### config.mk
export PLATFORM = sky130hd
export DESIGN_NAME = hangman_game_ctrl
export DESIGN_NICKNAME = d
export VERILOG_FILES = /design/src/rtl/hangman_game_ctrl.sv
export SDC_FILE = /design/constraint.sdc
export NUM_CORES = 1
export LEC_CHECK = 0
export CAP_MARGIN = 5
export CORE_ASPECT_RATIO = 0.6
export CORE_UTILIZATION = 47
export DETAILED_ROUTE_END_ITERATION = 10
export PLACE_DENSITY = 0.78
export SLEW_MARGIN = 20
export SYNTH_ARGS = -nofsm -noshare
export SYNTH_HDL_FRONTEND = slang
export SYNTH_SLANG_ARGS = --single-unit
### constraint.sdc
create_clock -name clk -period 2.6 [get_ports clk]
set_input_delay 0.65 -clock clk [delete_from_list [all_inputs] [get_ports clk]]
set_output_delay 0.65 -clock clk [all_outputs]
set_load 0.02 [all_outputs]
### src/rtl/hangman_game_ctrl.sv
// Hangman game controller: latches the secret word, accepts letter guesses over valid/ready,
// and keeps the guessed-letter mask and miss count for the downstream VGA renderer.
module hangman_game_ctrl #(
  parameter int MAX_WRONG = 6
) (
  input  logic        clk,
  input  logic        reset,
  input  logic        start,
  input  logic [29:0] word_in,
  input  logic        guess_valid,
  input  logic [4:0]  guess_letter,
  output logic        guess_ready,
  output logic [1:0]  game_state,
  output logic [29:0] word,
  output logic [25:0] mask,
  output logic [3:0]  wrong_count,
  output logic        result_valid,
  output logic [1:0]  result_code
);

  typedef enum logic [2:0] {IDLE, PLAY, EVAL, WIN, LOST} state_t;

  localparam logic [1:0] GS_START = 2'd0;
  localparam logic [1:0] GS_INGAME = 2'd1;
  localparam logic [1:0] GS_WIN = 2'd2;
  localparam logic [1:0] GS_LOST = 2'd3;

  localparam logic [1:0] RC_HIT = 2'd0;
  localparam logic [1:0] RC_MISS = 2'd1;
  localparam logic [1:0] RC_REPEAT = 2'd2;
  localparam logic [1:0] RC_INVALID = 2'd3;

  localparam logic [3:0] MAX_W = 4'(MAX_WRONG);

  state_t state;

  logic [25:0] letter_bit;
  logic        letter_invalid;
  logic        letter_repeat;
  logic        letter_in_word;
  logic        all_revealed;

  function automatic logic [3:0] sat_inc(input logic [3:0] v);
    return (v >= MAX_W) ? MAX_W : v + 4'd1;
  endfunction

  // Padding slots (code >= 26) neither match a guess nor need revealing.
  always_comb begin
    letter_bit     = 26'd1 << guess_letter;
    letter_invalid = (guess_letter >= 5'd26);
    letter_repeat  = |(mask & letter_bit);
    letter_in_word = 1'b0;
    all_revealed   = 1'b1;
    for (int i = 0; i < 6; i++) begin
      if (word[5*i +: 5] < 5'd26) begin
        if (word[5*i +: 5] == guess_letter) letter_in_word = 1'b1;
        if (!mask[word[5*i +: 5]]) all_revealed = 1'b0;
      end
    end
  end

  always_ff @(posedge clk) begin
    if (reset) begin
      state        <= IDLE;
      game_state   <= GS_START;
      guess_ready  <= 1'b0;
      word         <= '0;
      mask         <= '0;
      wrong_count  <= '0;
      result_valid <= 1'b0;
      result_code  <= RC_HIT;
    end else begin
      result_valid <= 1'b0;
      if (start) begin
        word        <= word_in;
        mask        <= '0;
        wrong_count <= '0;
        state       <= EVAL;
        game_state  <= GS_INGAME;
        guess_ready <= 1'b0;
      end else begin
        case (state)
          PLAY: begin
            if (guess_valid) begin
              result_valid <= 1'b1;
              if (letter_invalid) begin
                result_code <= RC_INVALID;
              end else if (letter_repeat) begin
                result_code <= RC_REPEAT;
              end else begin
                mask        <= mask | letter_bit;
                state       <= EVAL;
                guess_ready <= 1'b0;
                if (letter_in_word) begin
                  result_code <= RC_HIT;
                end else begin
                  result_code <= RC_MISS;
                  wrong_count <= sat_inc(wrong_count);
                end
              end
            end
          end
          EVAL: begin
            if (wrong_count >= MAX_W) begin
              state      <= LOST;
              game_state <= GS_LOST;
            end else if (all_revealed) begin
              state      <= WIN;
              game_state <= GS_WIN;
            end else begin
              state       <= PLAY;
              game_state  <= GS_INGAME;
              guess_ready <= 1'b1;
            end
          end
          default: ;
        endcase
      end
    end
  end

endmodule
==> results of run 1 <==
-- how the worst max path moves through the flow --
stage | from | end | slack [ps] | cells past startpoint
floorplan | guess_letter[4] | result_code[0] | 4 | 7
global placement | guess_letter[0] | guess_ready | -460 | 9
detailed placement | guess_letter[3] | result_code[0] | -540 | 9
CTS | guess_letter[1] | mask[12] | -10 | 11
global route | word[20] | guess_ready | -90 | 9
finish | word[25] | guess_ready | -4 | 8
-- kinds of logic (layout without fill, tap and decap cells) --
| kind of cell | count (synthesis) | in the layout |
|---|---|---|
| and+or+nand+nor | 162 | 162 |
| buffers and inverters | 57 | 231 |
| xor gates and xnor gates | 23 | 23 |
| muxes | 91 | 91 |
| AOI/OAI and AO/OA | 94 | 94 |
| DFF | 69 | 69 |
| adders and majority gates | 2 | 2 |
-- critical path: stages (launching register included) --
cell and delay [ps]:
sky130_fd_sc_hd__dfxtp_4 360, sky130_fd_sc_hd__mux4_2 410, sky130_fd_sc_hd__nor3_2 50, sky130_fd_sc_hd__or4b_4 490
sky130_fd_sc_hd__or4_4 440, sky130_fd_sc_hd__nor4_4 270, sky130_fd_sc_hd__buf_4 170, sky130_fd_sc_hd__nand2_4 70
sky130_fd_sc_hd__a32o_1 230
-- layout make-up --
cell class                 count  area [um^2]
clock buffer                  11          233
clock inverter                 5         27.5
fill                         800         3030
inverter                       7         26.3
multi-input combinational    372         3190
sequential                    69         1390
tap                          135          169
timing repair buffer         208         1860
-- flip-flops by register name, summed over array words and instances, names as in the netlist --
signal / cells
guess_ready: 1
state: 3
word: 30
mask: 26
wrong_count: 4
result_valid: 1
result_code: 2
game_state: 2
-- cell usage after synthesis (all sizes together) (8+ instances only) --
| master | n | share of area, % |
|---|---|---|
| xor2 | 15 | 2.7 |
| clkbuf | 30 | 4.4 |
| nand2b | 11 | 1.4 |
| buf | 20 | 2.2 |
| mux4 | 34 | 16 |
| nand2 | 20 | 1.6 |
| xnor2 | 8 | 1.5 |
| dfxtp | 69 | 29 |
| a21oi | 14 | 1.5 |
| o21ai | 17 | 1.8 |
| nand3b | 9 | 1.4 |
| nor3 | 34 | 3.6 |
| mux2i | 48 | 9.9 |
| mux2 | 9 | 2.1 |
| o21a | 27 | 4.2 |
| nor2 | 44 | 3.4 |
-- per-stage QoR --
stage | hold WS, ps | TNS [ps] | setup WS, ps
after floorplan | 460 | 0 | 3.77
after global placement | 464 | -14310 | -457
after detailed placement | 463 | -15790 | -538
after CTS | 473 | -14.9 | -14.9
after global routing | 504 | -170 | -87.0
final | 476 | -4.05 | -4.05
-- where the power goes --
group	switching, mW	internal (mW)
registers	0.0517	1.09
logic	0.285	0.301
clock network	0.472	0.639
total	0.808	2.03
-- metal layers --
| metal | track usage [%] | up-vias | part of all wire (%) |
|---|---|---|---|
| li1 | - | 2206 | - |
| met1 | 48.0 | 2372 | 45 |
| met2 | 50.7 | 333 | 40 |
| met3 | 12.4 | 46 | 13 |
| met4 | 11.5 | 0 | 2.0 |
| met5 | 0 | - | 0 |
-- what timing repair did --
action                                  4_1_cts  5_1_grt
gates resized for setup                       9       22
endpoints found under the setup margin       36       35
pin swaps                                     2        6
buffers inserted                              2        0
==> results.yml, run 1 <==
status:
  status: "finished with violations"
  violated_checks: "negative setup slack"
worst_setup_path:
  worst-endpoint-arrival_ps: 2840
  critical_path_required_ps: 2840
  r2r.worst_path.cells: 8
  critical_path.endpoint_type: "flop"
  rr_endpoint: "guess_ready"
  worst_setup_path_start_kind: "flop"
  crit_path_max_fanout: 3
  setup.worst_path.class: "flop to flop"
  worstReg2RegStart: "word[25]"
  reg2reg_setup_slack_ps: -4
global_routing:
  grt_use_total_pct: 35.0
  grt_pass1_wl_um: 27700
  largest_net_degree_at_the_start_of_global_routing: 39
  antenna_found_initial: 0
  global_route.overflow_total: 0
  via_count_of_the_first_global_routing_pass: 4779
yosys:
  compound_gate_portion_of_the_synthesized_area_pct: 13.4
  synth_sequential_area_ratio_pct: 28.6
  yosys_cell_types: 65
  postSynthRegisterBits: 69
  synthArstFlopShare_pct: 0
  synth.net_count: 539
  syn_avg_cell_area_um2: 9.70
  synth-simple-area-share_pct: 17.7
  synth_mux_area_share_pct: 28.4
  synth_top_family_by_area: "multiplexers"
  synthesis.yosys.warnings: 0
  synth_adder_area_share_pct: 0.518
  number_of_synthesized_flops_with_an_enable_pin: 0
  post_synth_inst_count: 498
  post_synth_xor_area_fraction_pct: 4.17
  synth_flop_cell: "sky130_fd_sc_hd__dfxtp_1"
  synth.cell_area_um2: 4830
routing:
  drcViolationCount: 0
  ant_nets: 0
  finalWirelength_um: 18100
  first_pass_iters: 6
  vias_per_cell: 6.14
  drt_first_iter_violations: 568
  vias_after_detailed_routing: 4957
  route.detailed.wl_per_inst_um: 22.4
timing:
  report.final.hold_viol_count: 0
  timing.final.max_slew_violations: 0
  slew_headroom_pct: 48.5
  layout_min_cycle_time_ps: 2600
  worst_slack_ps: -4.05
  tightest_slew_ps: 771
  final.setup_skew_ps: 4.05
  max_freq_mhz: 384
  setup_viol: 1
  unrepaired_setup_endpoints_after_global_routing: "yes"
  fin_crit_sh_pct: 100
final_layout:
  area_growth_syn_to_layout_pct: 42.6
  finalNonFillerCells: 807
  mostFrequentLayoutCells: "100 x sky130_fd_sc_hd__buf_4, 98 x sky130_fd_sc_hd__clkdlybuf4s50_1, 66 x sky130_fd_sc_hd__dfxtp_1, 48 x sky130_fd_sc_hd__mux2i_1, 43 x sky130_fd_sc_hd__nor2_1"
  final_common_cell: "sky130_fd_sc_hd__buf_4"
  fraction_of_layout_instances_using_a_drive_strength_above_1_pct: 28.4
  final_nets: 708
  antenna-diode-count: 0
  post_route_utilization_pct: 69.5
  finalInstanceArea_um2: 6890
cts:
  cts.sink_count: 69
  clock_insertion_delay_worst_skew_ps: 340
  tritoncts.num_buffers: 9
  ctsLongestPathBuffers: 2
  cts_root_buf: "sky130_fd_sc_hd__clkbuf_16"
  cts_tree: "done"
  cts-hold-fix-buffers: 0
  htree_levels: 3
  cts_clk_pin_slew_worst_paths_ps: 60
hold_path:
  hold_path_depth: 2
  hold_start: "wrong_count[3]"
  hold_class: "flop to flop"
  hold_endpoint: "wrong_count[3]"
placed_design:
  place_congestion: 1.01
  place_inst: 789
  portBuffers: 104
  post-dp-hpwl_um: 13400
  place_area_um2: 6520
die:
  floorplan.io_pins: 105
  row_count: 28
  die_area_um2: 10700
  floorplan.die.width_um: 133
  start_util_pct: 48.7
  die_h_um: 80.5
  core-area_um2: 9910
pwr:
  powerDensity_nw_per_um2: 412
  p_total_mw: 2.84
  power.static_leakage_nw: 2.73
  ir_worst_vdd_mv: 0.324
flow_run:
  max_cap_viol_count: 0
No activity file was read; power rests on OpenSTA's default activity.
==> run 2, diff against run 1 <==
--- a/config.mk
+++ b/config.mk
@@ -9,6 +9,7 @@
 export CORE_ASPECT_RATIO = 0.6
 export CORE_UTILIZATION = 47
 export DETAILED_ROUTE_END_ITERATION = 10
+export HOLD_SLACK_MARGIN = 0.03
 export PLACE_DENSITY = 0.78
 export SLEW_MARGIN = 20
 export SYNTH_ARGS = -nofsm -noshare
==> results of run 2 <==
The final DEF is identical to that of run 1; final timing and power are the same.
